$ cat src/rtl/led_fade_pkg.sv
// Shared constants for the LED fade/PWM output stage.
// The defaults target the 12 MHz board clock: one fade step every 46875 clk
// (~3.9 ms) and 64 steps from dark to full brightness.
package led_fade_pkg;

  localparam int NUM_LEDS     = 8;
  localparam int PWM_BITS_DEF = 8;
  localparam int PRE_BITS_DEF = 16;
  localparam int FADE_DIV_DEF = 46875;
  localparam int STEP_DEF     = 4;

endpackage

$ cat src/rtl/led_fade_pwm_if.sv
// Pin bundle between the blinker pattern stage and the LED fade/PWM stage.
// There is no valid/ready handshake on this bundle: led_in is a level that is
// continuously sampled (through a synchronizer), fade_en is a quasi-static
// mode select, and led_out is a registered level driven every clk. The
// level_dbg and fade_tick_dbg signals expose internal state for checkers.
interface led_fade_pwm_if
  import led_fade_pkg::*;
#(
  parameter int PWM_BITS = PWM_BITS_DEF
);

  logic [NUM_LEDS-1:0]          led_in;
  logic                         fade_en;
  logic [NUM_LEDS-1:0]          led_out;
  // LED i occupies bits [i*PWM_BITS +: PWM_BITS]
  logic [NUM_LEDS*PWM_BITS-1:0] level_dbg;
  logic                         fade_tick_dbg;

  modport master (
    output led_in,
    output fade_en,
    input  led_out,
    input  level_dbg,
    input  fade_tick_dbg
  );

  modport slave (
    input  led_in,
    input  fade_en,
    output led_out,
    output level_dbg,
    output fade_tick_dbg
  );

endinterface

$ cat src/rtl/led_fade_chan.sv
// One LED channel: holds the brightness level, steps it up or down with
// saturation on each fade tick, and compares it against the shared PWM
// counter to produce the registered LED pin value.
module led_fade_chan
  import led_fade_pkg::*;
#(
  parameter int PWM_BITS = PWM_BITS_DEF,
  parameter int STEP     = STEP_DEF
) (
  input  logic                clk,
  input  logic                NOTRESET,
  input  logic                led_sync_i,
  input  logic                fade_tick_i,
  input  logic                fade_en_i,
  input  logic [PWM_BITS-1:0] pwm_cnt_i,
  output logic [PWM_BITS-1:0] level_o,
  output logic                led_o
);

  localparam logic [PWM_BITS-1:0] MAX    = '1;
  localparam logic [PWM_BITS-1:0] STEP_V = PWM_BITS'(STEP);

  logic [PWM_BITS-1:0] level_q, level_d;
  logic                led_q, led_d;
  logic [PWM_BITS:0]   sum_up;
  logic [PWM_BITS-1:0] lvl_up, lvl_down;

  // Next level and next pin value; bypass tracks the input directly, fade
  // mode only moves the level on tick cycles.
  always_comb begin
    level_d  = level_q;
    led_d    = led_q;
    // One extra bit catches the carry so the ramp saturates instead of wrapping.
    sum_up   = {1'b0, level_q} + {1'b0, STEP_V};
    lvl_up   = sum_up[PWM_BITS] ? MAX : sum_up[PWM_BITS-1:0];
    lvl_down = (level_q < STEP_V) ? '0 : (level_q - STEP_V);

    if (!fade_en_i) begin
      // Park the level at a rail so a later switch to fade mode ramps
      // smoothly from where the LED visibly is.
      level_d = led_sync_i ? MAX : '0;
      led_d   = led_sync_i;
    end else begin
      if (fade_tick_i) begin
        level_d = led_sync_i ? lvl_up : lvl_down;
      end
      // MAX is forced solid: level > pwm_cnt alone would leave one dark
      // slot per PWM period.
      led_d = (level_q == MAX) || (level_q > pwm_cnt_i);
    end
  end

  // Level and pin registers, cleared asynchronously.
  always_ff @(posedge clk or posedge NOTRESET) begin
    if (NOTRESET) begin
      level_q <= '0;
      led_q   <= 1'b0;
    end else begin
      level_q <= level_d;
      led_q   <= led_d;
    end
  end

  assign level_o = level_q;
  assign led_o   = led_q;

endmodule

$ cat src/rtl/led_fade_pwm.sv
// LED fade/PWM output stage. Synchronizes the slow-clock pattern bits into
// clk, generates the fade-step tick and the shared PWM ramp, and instantiates
// one fade channel per LED.
module led_fade_pwm
  import led_fade_pkg::*;
#(
  parameter int PWM_BITS = PWM_BITS_DEF,
  parameter int PRE_BITS = PRE_BITS_DEF,
  parameter int FADE_DIV = FADE_DIV_DEF,
  parameter int STEP     = STEP_DEF
) (
  input  logic           clk,
  input  logic           NOTRESET,
  led_fade_pwm_if.slave  bus
);

  localparam logic [PRE_BITS-1:0] DIV_LAST = PRE_BITS'(FADE_DIV - 1);

  logic [NUM_LEDS-1:0] s1_q, s2_q;
  logic [PRE_BITS-1:0] pre_q, pre_d;
  logic                tick_q, tick_d;
  logic [PWM_BITS-1:0] pwm_q, pwm_d;

  logic [NUM_LEDS-1:0]               led_w;
  logic [NUM_LEDS-1:0][PWM_BITS-1:0] lvl_w;

  // Two-flop synchronizer; led_in comes from the divided blinker clock.
  always_ff @(posedge clk or posedge NOTRESET) begin
    if (NOTRESET) begin
      s1_q <= '0;
      s2_q <= '0;
    end else begin
      s1_q <= bus.led_in;
      s2_q <= s1_q;
    end
  end

  // Prescaler wrap, tick and PWM ramp next-state.
  always_comb begin
    pre_d  = (pre_q == DIV_LAST) ? '0 : (pre_q + PRE_BITS'(1));
    tick_d = (pre_q == DIV_LAST);
    pwm_d  = pwm_q + PWM_BITS'(1);
  end

  // Prescaler, registered one-cycle fade tick and free-running PWM counter.
  // The prescaler keeps counting in bypass so the tick phase never jumps.
  always_ff @(posedge clk or posedge NOTRESET) begin
    if (NOTRESET) begin
      pre_q  <= '0;
      tick_q <= 1'b0;
      pwm_q  <= '0;
    end else begin
      pre_q  <= pre_d;
      tick_q <= tick_d;
      pwm_q  <= pwm_d;
    end
  end

  for (genvar i = 0; i < NUM_LEDS; i++) begin : g_chan
    led_fade_chan #(
      .PWM_BITS (PWM_BITS),
      .STEP     (STEP)
    ) u_chan (
      .clk         (clk),
      .NOTRESET    (NOTRESET),
      .led_sync_i  (s2_q[i]),
      .fade_tick_i (tick_q),
      .fade_en_i   (bus.fade_en),
      .pwm_cnt_i   (pwm_q),
      .level_o     (lvl_w[i]),
      .led_o       (led_w[i])
    );
  end

  assign bus.led_out       = led_w;
  assign bus.level_dbg     = lvl_w;
  assign bus.fade_tick_dbg = tick_q;

endmodule
$ cat src/flat_wrapper.sv
// flat-port wrapper written by rule: the top's interface ports become plain ports
module led_fade_pwm_flat import led_fade_pkg::*;
#(
  parameter int PWM_BITS = PWM_BITS_DEF,
  parameter int PRE_BITS = PRE_BITS_DEF,
  parameter int FADE_DIV = FADE_DIV_DEF,
  parameter int STEP     = STEP_DEF
)
  (clk, NOTRESET, bus_led_in, bus_fade_en, bus_led_out, bus_level_dbg, bus_fade_tick_dbg);
  led_fade_pwm_if #(.PWM_BITS(PWM_BITS)) bus_i ();
  input  logic clk;
  input  logic NOTRESET;
  input wire logic [$bits(bus_i.led_in)-1:0] bus_led_in;
  input wire logic [$bits(bus_i.fade_en)-1:0] bus_fade_en;
  output wire logic [$bits(bus_i.led_out)-1:0] bus_led_out;
  output wire logic [$bits(bus_i.level_dbg)-1:0] bus_level_dbg;
  output wire logic [$bits(bus_i.fade_tick_dbg)-1:0] bus_fade_tick_dbg;
  assign bus_i.led_in = bus_led_in;
  assign bus_i.fade_en = bus_fade_en;
  assign bus_led_out = bus_i.led_out;
  assign bus_level_dbg = bus_i.level_dbg;
  assign bus_fade_tick_dbg = bus_i.fade_tick_dbg;
  led_fade_pwm #(.PWM_BITS(PWM_BITS), .PRE_BITS(PRE_BITS), .FADE_DIV(FADE_DIV), .STEP(STEP)) u_core (.clk(clk), .NOTRESET(NOTRESET), .bus(bus_i));
endmodule
$ cat config.mk
export PLATFORM = sky130hd
export DESIGN_NAME = led_fade_pwm_flat
export DESIGN_NICKNAME = d
export VERILOG_FILES = /design/src/rtl/led_fade_pkg.sv /design/src/rtl/led_fade_pwm_if.sv /design/src/rtl/led_fade_chan.sv /design/src/rtl/led_fade_pwm.sv /design/src/flat_wrapper.sv
export SDC_FILE = /design/constraint.sdc
export NUM_CORES = 1
export LEC_CHECK = 0
export CAP_MARGIN = 10
export CELL_PAD_IN_SITES_DETAIL_PLACEMENT = 0
export CELL_PAD_IN_SITES_GLOBAL_PLACEMENT = 1
export CORE_UTILIZATION = 44
export CTS_CLUSTER_DIAMETER = 50
export DETAILED_ROUTE_END_ITERATION = 10
export GPL_ROUTABILITY_DRIVEN = 0
export PLACE_DENSITY_LB_ADDON = 0.15
export SETUP_SLACK_MARGIN = 0.4
export SLEW_MARGIN = 20
export SYNTH_ARGS = -nofsm -noshare
export SYNTH_HDL_FRONTEND = slang
export SYNTH_SLANG_ARGS = --single-unit
$ cat constraint.sdc
create_clock -name clk -period 5.3 [get_ports clk]
set_input_delay 1.325 -clock clk [delete_from_list [all_inputs] [get_ports clk]]
set_output_delay 1.325 -clock clk [all_outputs]
set_load 0.02 [all_outputs]
### Word level (Yosys, flattened, before mapping)

Index checks and enable logic that the tools add are counted.

| operators by class | value |
|---|---|
| $add $sub $neg | 18 |
| order comparisons | 16 |
| mux-type cells | 57 |
| reductions and logical operators | 8 |
| equality and inequality tests | 10 |

Operator list:

| kind | count |
|---|---|
| $mux 8 | 48 |
| $add 8x3->9 const B | 8 |
| $eq 8x8->1 const B | 8 |
| $gt 8x8->1 | 8 |
| $lt 8x3->1 const B | 8 |
| $sub 8x3->8 const B | 8 |
| $add 16x1->16 const B | 1 |
| $eq 16x16->1 const B | 1 |
| $mux 16 | 1 |
| $add 8x1->8 const B | 1 |
| $logic_or 1x1->1 | 8 |
| $mux 1 | 8 |
| $ne 2x1->1 const B | 1 |

| word-level totals | value |
|---|---|
| output and inout port bits | 73 |
| bits in registers | 113 |

### Longest topological paths before layout

Gate-level depths: netlist (run 1).

| logic depth | value |
|---|---|
| depth in word-level cells | 5 |
| gate-level depth with buffers | 8 |
| mapped depth without buffers | 7 |

### Cells and area by module

From an unflattened synthesis (run 1), not the netlist that was laid out.

| second synthesis, totals | value |
|---|---|
| cells, all modules | 946 |
| area, all modules | 8256.7 um^2 |

Modules (own cells, without submodules):

| module | area an instance (um^2) | instances | seq. area each (um^2) | cells each |
|---|---|---|---|---|
| led_fade_chan | 843.3 | 8 | 200.2 | 104 |
| led_fade_pwm | 1510.2 | 1 | 1026.0 | 114 |

### Least setup slack after synthesis (run 1)

Ideal clock, no wire load.

| timing | value |
|---|---|
| path type | input-to-reg |
| start | input bus_fade_en |
| end | register u_core.g_chan[1].u_chan.level_q[5] |
| stages | 7 |
| library setup time | 0.124 ns |
| arrival time | 2.476 ns |
| slack | 2.700 ns |
| path buffers | 3 |
| cell sequence | buf_2 -> inv_2 -> buf_4 -> nor2_1 -> clkbuf_1 -> nor3_1 -> a211o_1 |

| between the ends | value |
|---|---|
| word-level cells in the longest chain between the ends | 1 |

RTL lines:

| item | RTL line | source |
|---|---|---|
| start, declared | flat_wrapper.sv:14 | `input wire logic [$bits(bus_i.fade_en)-1:0] bus_fade_en;` |
| $ne 2x1->1 (no line) / $mux 8 (equally long branches) | n/a |  |
| end signal, assigned | led_fade_chan.sv:59 | `level_q <= level_d;` |
| end, declared | led_fade_chan.sv:23 | `logic [PWM_BITS-1:0] level_q, level_d;` |

Parallel ways exist; a longest one is shown, timed or not.
A chain may end at the register's enable or synchronous reset.

### Worst setup path after layout (run 1)

Ends and elaborated chain as after synthesis.

==> results of run 1 <==
## layout make-up
type                    count  area (um2)  share of cell area
clock buffers               9         225              0.0250
well taps                 225         282              0.0313
inverters                  54         205              0.0228
clock inverters             7        55.1             0.00612
repair buffers             88         863              0.0960
flip-flops and latches    105        2630               0.292
multi-input cells         690        4740               0.527
## cell usage in the layout (no fill, tap or decap), types with 22 or more instances in the layout
master           count
dfrtp_1            104
ha_1                83
clkdlybuf4s50_1     82
a21oi_1             69
nor2_1              63
nand2_1             62
inv_1               51
o21ai_1             38
o21ai_0             37
nand3_1             34
nand4_1             23
a31oi_1             22
## cell families after synthesis
kind of cell | share of synthesized area
AND/OR/NAND/NOR | 0.187
multiplexers | 0.0171
flip-flops | 0.332
buffers and inverters | 0.0714
adder cells (fa/ha/maj) | 0.131
AO/OA/AOI/OAI | 0.231
XOR/XNOR | 0.0310
## per-layer routing
layer / GRT usage / routed length (um) / vias up
li1: - / - / 3447
met1: 0.344 / 10300 / 3388
met2: 0.402 / 9940 / 192
met3: 0.0231 / 878 / 26
met4: 0.0765 / 403 / 0
met5: 0 / 0 / -
## worst register-to-register path, delay by kind of cell, from the launching register on
kind          cells  cell delay [ns]
buf+inv           1             0.58
simple gates      4             1.11
flops             1             0.62
## power groups by stage
| stage | clock network, W | registers [W] | logic, W |
|---|---|---|---|
| after floorplan | 0 | 0.000999 | 0.000405 |
| after global placement | 0 | 0.00103 | 0.000580 |
| after detailed placement | 0 | 0.00102 | 0.000584 |
| after CTS | 0.000667 | 0.00101 | 0.000587 |
| after global routing | 0.000697 | 0.00103 | 0.000656 |
| final | 0.000650 | 0.00101 | 0.000584 |
## state kept, by name, indices dropped and copies added (netlist names)
register / count
u_core.s2_q: 8
u_core.pwm_q: 8
u_core.bus.fade_tick_dbg: 1
u_core.g_chan.u_chan.level_o: 56
u_core.g_chan.u_chan.led_o: 8
u_core.s1_q: 8
u_core.pre_q: 16
## cell usage after synthesis, types with 15 or more instances
library cell	number
nand3_1	34
nor3_1	18
a31oi_1	22
clkbuf_1	34
nand2_1	62
dfrtp_1	105
o21ai_0	37
inv_1	52
nor2_1	64
buf_4	20
and3_1	15
ha_1	83
nand4_1	23
o21ai_1	38
xnor2_1	18
a21oi_1	69
## metrics by stage
step | cell area (um2) | utilization | instances | power, W
6_report | 9000 | 0.517 | 1178 | 0.00224
4_1_cts | 9000 | 0.517 | 1178 | 0.00226
2_1_floorplan | 7920 | - | 918 | 0.00140
3_3_place_gp | 8720 | 0.500 | 1162 | 0.00161
5_1_grt | 9000 | 0.517 | 1178 | 0.00238
3_5_place_dp | 8720 | 0.500 | 1162 | 0.00161
## final timing paths
path | to | cells after the start
min in group asynchronous | u_core.s1_q[1] | 2
max in group asynchronous | u_core.g_chan[2].u_chan.led_o | 3
min reg2reg | u_core.s2_q[1] | 0
min | u_core.s2_q[1] | 0
max | u_core.g_chan[1].u_chan.level_o[5] | 5
max reg2reg | u_core.g_chan[4].u_chan.level_o[5] | 5
==> flow_summary.ini, run 1 <==
[cts]
path_clk_slew_ns = 0.07
postCtsHoldBufs = 0
ctsResizeCount = 0
ctsRootBufferMaster = clkbuf_16
postCtsSetupBuffers = 0
cts_sinks = 105
numCtsBuffers = 9
cts.path.max_buffers = 2
cts_tree = yes
clk-insertion-delay-late_ns = 0.36
htree_levels = 3

[setup_path]
setup.worst_path.start = bus_fade_en
ff2ff_setup_slack_ns = 2.88
path_class = in2reg
cp_top_family = simple AND/OR/NAND/NOR gates
rr_startpoint = u_core.bus.fade_tick_dbg
critPathMaxStageDelay_ns = 0.91
end_kind = register
crit_arrival_ns = 3.45
crit_path_top_delay_cell = nor2_2
critPathLaunchType = primary input
crit_chain = buf_2, inv_2, nor2_2, nor3_1, a211o_1
worst-endpoint-required_ns = 5.54
path_buf_inv = 2
path_max_fanout = 29

[synthesis]
syn_area_um2 = 7920
yosys-top-cells-area = dfrtp_1 33%, ha_1 13%, a21oi_1 4.4%
ys.flop_type = dfrtp_1
syn_avg_cell_area_um2 = 8.63
yosysTopAreaCell = dfrtp_1
synth-edff-count = 0
ys_seq_area_frac = 0.332
netlist.area_leader.share = 0.332
synth_seq_cells = 105
synth_nets = 1012
ys_warn_count = 0
syn_inst = 918
async_reset_ff_frac = 1.00
ys_types = 77

[routing]
viasPerCell = 5.99
wl_per_cell_um = 18.3
drt_iter0_drc = 417
vias = 7053
drcViolationCount = 0
dr.pass1.iters = 6
antenna_left = 0
drt-total-wl_mm = 21.6

[power_and_ir_drop]
p_leak_nw = 3.76
combPwrFrac = 0.261
seqPwrFrac = 0.450
internal_power_w = 0.00146
p_sw_frac = 0.348
pwr-share-clk = 0.290
vdd_ir_drop_max_v = 0.000156
power_density_nw_per_um2 = 249
power_switching_w = 0.000781

[global_routing]
grtUsageTotal = 0.247
grt_pass1_wl_mm = 35.6
gr-total-overflow = 0
grt_start_max_net_pins = 63
grt_pass1_vias = 6644
antenna_found_initial = 0

[placed_design]
port_buffers = 83
preCtsSetupSlack_ns = 1.74
hpwl_mm = 14.1

[sta]
fin_skew_ns = 0.00708
setup_viol_count_final = 0
hold_viol_final = 0
fin_crit_sh = 0.605
fmax_ghz = 0.312
hold_ws_ns = 0.349
rsz0062_at_grt = false
postLayoutSetupSlackWorst_ns = 2.09
period_needed_ns = 3.21
worstMarginPinSlew_ns = 1.04
max_slew_margin = 0.306
slew_viol_final = 0
final.setup.tns_ns = 0

[floorplan]
rows = 48
die-area_um2 = 18500
coreArea_um2 = 17400
die_h_um = 136
start_util = 0.455
die_w_um = 136
io-pin-count = 84

[job]
cap_viol_max_count = 0

[min_path]
hold_path_class = reg2reg
hold_start = u_core.s1_q[1]

[final_layout]
diodes = 0
syn_to_final_growth_pct = 13.6
fillers = 1662
nets = 1042
drive_gt1_frac = 0.0441

[run_status]
status = finished, final reports clean
Note: power is estimated with default switching activity, not from simulation.
==> run 2, diff against run 1 <==
Settings changed: CORE_UTILIZATION 44 to 40.
Clock period 5.3 ns to 2.72 ns, I/O delays scaled along.
==> run 2 against run 1 <==
  * Combinational power grew 110%
  * Non-clock buffer count grew 15
  * Global-route usage shrank 2.3 points
  * Cell count grew 4.7%
  * Die area grew 9.9%
  * Critical path type is now reg2out
==> flow_summary.ini, run 2 (synthesis gave the netlist of run 1 again) <==
[run_status]
status = finished, final reports clean

[setup_path]
path_class = reg2out
worst-endpoint-required_ns = 2.04
path_max_fanout = 8
crit_chain = clkdlybuf4s50_1
end_kind = output port
crit_arrival_ns = 1.59
critPathLaunchType = register
path_buf_inv = 1
crit_path_top_delay_cell = clkdlybuf4s50_1
critPathMaxStageDelay_ns = 0.68
cp_top_family = buffers and inverters

[power_and_ir_drop]
p_sw_frac = 0.353
pwr-share-clk = 0.296
power_density_nw_per_um2 = 485
internal_power_w = 0.00289
seqPwrFrac = 0.434
p_leak_nw = 3.85
power_switching_w = 0.00158
vdd_ir_drop_max_v = 0.000325
combPwrFrac = 0.270

[final_layout]
diodes = 0
fillers = 1897
regArea_um2 = 2650
multi_input_area_um2 = 4730
final_util = 0.474
nets = 1057
drive_gt1_frac = 0.0744
layout_commonest_cell = dfrtp_1
final_cell_mix = 88 x dfrtp_1, 83 x ha_1, 82 x clkdlybuf4s50_1, 69 x a21oi_1, 63 x nor2_1
syn_to_final_growth_pct = 16.4
largest_reg_flops = 56
finalNonFillerCells = 1233

[sta]
fin_skew_ns = 0.00905
max_slew_margin = 0.614
fmax_ghz = 0.440
period_needed_ns = 2.27
postLayoutSetupSlackWorst_ns = 0.450
worstMarginPinSlew_ns = 0.575
fin_crit_sh = 0.835
hold_ws_ns = 0.351
final.setup.tns_ns = 0
slew_viol_final = 0
setup_viol_count_final = 0
rsz0062_at_grt = false
hold_viol_final = 0

[routing]
dr.pass1.iters = 5
drt-total-wl_mm = 21.9
drcViolationCount = 0
antenna_left = 0
viasPerCell = 5.68
vias = 7006
drt_iter0_drc = 377
wl_per_cell_um = 17.8

[floorplan]
io-pin-count = 84
die_w_um = 143
start_util = 0.407
coreArea_um2 = 19500
rows = 51
die_h_um = 143
die-area_um2 = 20400

[cts]
cts_tree = yes
path_clk_slew_ns = 0.08
cts.path.max_buffers = 2
numCtsBuffers = 9
cts_sinks = 105
clk-insertion-delay-late_ns = 0.36
postCtsHoldBufs = 0
htree_levels = 3
ctsRootBufferMaster = clkbuf_16
postCtsSetupBuffers = 0

[min_path]
hold_path_class = reg2reg

[global_routing]
antenna_found_initial = 0
grt_start_max_net_pins = 79
grtUsageTotal = 0.223
grt_pass1_vias = 6587
grt_pass1_wl_mm = 35.7
gr-total-overflow = 0

[placed_design]
hpwl_mm = 14.6
preCtsSetupSlack_ns = 0.614
port_buffers = 83
dp_cells = 1217

[job]
cap_viol_max_count = 0
## run 2: changes by cell type in the layout (fill, tap and decap cells not counted), sizes merged
cell      change
buf          +15
inv           +1
clkinvlp      -3
clkinv        +2
## run 2: what timing repair did
item                                    in CTS  in global routing
gates resized for setup                      6                 10
pin swaps                                    0                  0
endpoints found under the setup margin       6                 10
## run 2: metal layers
| metal | vias up | GRT usage | wire length [um] |
|---|---|---|---|
| li1 | 3458 | - | - |
| met4 | 0 | 0.0617 | 318 |
| met2 | 162 | 0.352 | 9790 |
| met1 | 3364 | 0.324 | 11100 |
| met5 | - | 0 | 0 |
| met3 | 22 | 0.0215 | 685 |
## run 2: per-stage QoR
step | total power [W] | cell area, um2
after global placement | 0.00317 | 8910
after global routing | 0.00473 | 9220
after floorplan | 0.00274 | 7930
after CTS | 0.00452 | 9210
after detailed placement | 0.00317 | 8910
final | 0.00447 | 9220
## run 2: layout make-up
| class | count | share of cell area |
|---|---|---|
| clock inverters | 7 | 0.00679 |
| repair buffers | 103 | 0.110 |
| well taps | 265 | 0.0360 |
| clock buffers | 9 | 0.0244 |
| flip-flops and latches | 105 | 0.287 |
| inverters | 54 | 0.0224 |
| multi-input cells | 690 | 0.513 |
## run 2: worst paths after layout
path | slack, ns | startpoint | end | cells past startpoint
setup reg to reg | 0.66 | u_core.g_chan[1].u_chan.level_o[3] | u_core.g_chan[1].u_chan.level_o[5] | 7
setup / recovery | 0.45 | u_core.g_chan[4].u_chan.level_o[2] | bus_level_dbg[34] | 1
min in group asynchronous | 0.56 | NOTRESET | u_core.s1_q[6] | 2
hold / removal | 0.35 | u_core.s1_q[7] | u_core.s2_q[7] | 0
max in group asynchronous | 1.59 | NOTRESET | u_core.g_chan[2].u_chan.level_o[6] | 3
hold reg to reg | 0.35 | u_core.s1_q[7] | u_core.s2_q[7] | 0
## run 2: power by group through the flow
stage | logic [W] | clock network (W) | registers, W
after floorplan | 0.000790 | 0 | 0.00195
after global placement | 0.00120 | 0 | 0.00197
after CTS | 0.00121 | 0.00137 | 0.00194
final | 0.00121 | 0.00133 | 0.00194
after global routing | 0.00134 | 0.00142 | 0.00197
after detailed placement | 0.00120 | 0 | 0.00196
==> run 3, diff against run 2 <==
Clock period 2.72 ns to 2.08 ns, I/O delays scaled along.
==> run 3 against run 2 <==
  * Wire length rose by 12%
  * Sequential cell count did not move
  * Worst setup slack worse by 0.19 ns
  * Die area did not move
  * Combinational power grew 70%
  * Cell count rose by 11%
  * Total power rose by 41%
==> flow_summary.ini, run 3 (synthesis gave the netlist of run 1 again) <==
[power_and_ir_drop]
combPwrFrac = 0.327
internal_power_w = 0.00404
seqPwrFrac = 0.393
power_density_nw_per_um2 = 568
pwr-share-clk = 0.280
p_sw_frac = 0.360
vdd_ir_drop_max_v = 0.000422
p_leak_nw = 4.65
power_switching_w = 0.00227

[placed_design]
port_buffers = 83
hpwl_mm = 15.6
placedInstanceArea_um2 = 9210
dp_cells = 1238
preCtsSetupSlack_ns = 0.155

[global_routing]
gr-total-overflow = 0
antenna_found_initial = 0
grtUsageTotal = 0.244
grt_pass1_wl_mm = 39.0
grt_start_max_net_pins = 41
grt_pass1_vias = 7346

[routing]
drt_iter0_drc = 355
drt-total-wl_mm = 24.6
dr.pass1.iters = 7
viasPerCell = 5.65
wl_per_cell_um = 18.0
antenna_left = 0
drcViolationCount = 0
vias = 7724

[final_layout]
nets = 1191
diodes = 0
syn_to_final_growth_pct = 40.3
largest_reg_flops = 56
layout_commonest_cell = buf_4
regArea_um2 = 2690
final_cell_mix = 126 x buf_4, 61 x a21oi_1, 60 x nand2_1, 58 x nor2_1, 55 x dfrtp_1
drive_gt1_frac = 0.358
finalNonFillerCells = 1367
fin_area_um2 = 11100
fillers = 1784
multi_input_area_um2 = 5490

[setup_path]
worst-endpoint-required_ns = 2.33
r2r-end = u_core.g_chan[5].u_chan.level_o[3]
path_class = reg2reg
path_max_fanout = 3
rr_startpoint = u_core.g_chan[5].u_chan.level_o[3]
critPathLaunchType = register
end_kind = register
rr_worst_depth = 7
ff2ff_setup_slack_ns = 0.26
crit_arrival_ns = 2.07

[cts]
htree_levels = 3
ctsRootBufferMaster = clkbuf_16
path_clk_slew_ns = 0.08
numCtsBuffers = 9
cts_tree = yes
cts.path.max_buffers = 2
clk-insertion-delay-late_ns = 0.37
postCtsHoldBufs = 0
cts_sinks = 105

[floorplan]
rows = 51
coreArea_um2 = 19500
die_w_um = 143
start_util = 0.407
die_h_um = 143
io-pin-count = 84
die-area_um2 = 20400

[run_status]
status = finished, final reports clean

[sta]
hold_viol_final = 0
postLayoutSetupSlackWorst_ns = 0.263
worstMarginPinSlew_ns = 0.616
fin_skew_ns = 0.00760
final.setup.tns_ns = 0
fmax_ghz = 0.550
rsz0062_at_grt = true
period_needed_ns = 1.82
fin_crit_sh = 0.874
max_slew_margin = 0.588
setup_viol_count_final = 0
slew_viol_final = 0

[min_path]
hold_start = u_core.s1_q[6]
min_path_cells = 0
hold_path_class = reg2reg
hold-path-endpoint = u_core.s2_q[6]

[job]
cap_viol_max_count = 0
==> run 3: worst max path at each step <==
stage	start	to	slack (ns)
2_1_floorplan	NOTRESET	u_core.g_chan[1].u_chan.level_o[2]	0.19
4_1_cts	u_core.g_chan[1].u_chan.level_o[2]	u_core.g_chan[1].u_chan.level_o[5]	0.27
3_5_place_dp	u_core.g_chan[1].u_chan.level_o[3]	u_core.g_chan[1].u_chan.level_o[5]	0.15
5_1_grt	u_core.pwm_q[3]	u_core.g_chan[2].u_chan.led_o	0.20
3_3_place_gp	u_core.pwm_q[2]	u_core.g_chan[1].u_chan.led_o	0.19
6_report	u_core.g_chan[5].u_chan.level_o[3]	u_core.g_chan[5].u_chan.level_o[3]	0.26
==> run 3: power groups by stage <==
stage / combinational (W) / sequential (W) / clock [W]
after floorplan: 0.00106 / 0.00256 / 0
after global placement: 0.00168 / 0.00256 / 0
after detailed placement: 0.00168 / 0.00256 / 0
after CTS: 0.00186 / 0.00250 / 0.00181
after global routing: 0.00226 / 0.00251 / 0.00189
final: 0.00206 / 0.00248 / 0.00177
==> run 3: metal layers <==
| layer | up-vias | track usage | part of all wire |
|---|---|---|---|
| met1 | 3773 | 0.339 | 0.48 |
| met2 | 186 | 0.392 | 0.47 |
| met3 | 27 | 0.0362 | 0.042 |
| met5 | - | 0 | 0 |
| li1 | 3738 | - | - |
| met4 | 0 | 0.0730 | 0.015 |
==> run 3: what timing repair did <==
| action | CTS | global route |
|---|---|---|
| setup endpoints to repair | 116 | 102 |
| resized for setup | 258 | 113 |
| pin swaps | 27 | 48 |
| buffers inserted | 79 | 34 |
==> run 3: through the flow <==
stage          utilization  total power (W)  hold slack, ns
6_report             0.571          0.00631           0.352
5_1_grt              0.571          0.00667           0.358
4_1_cts              0.543          0.00617           0.353
3_5_place_dp         0.473          0.00424           0.335
3_3_place_gp         0.473          0.00424           0.333
2_1_floorplan            -          0.00362           0.331
==> run 3: critical path: stages, from the launching register on <==
cell and delay [ns]:
dfrtp_2 0.42, inv_2 0.07, ha_4 0.14, or3b_4 0.40
buf_6 0.13, nor3_4 0.15, o31ai_1 0.09, a221o_1 0.31
==> run 3: cell type report <==
type                    instances  area share
clock inverters                 7     0.00642
clock buffers                   9      0.0203
flip-flops and latches        105       0.242
inverters                      54      0.0211
multi-input cells             690       0.494
repair buffers                237       0.187
well taps                     265      0.0298
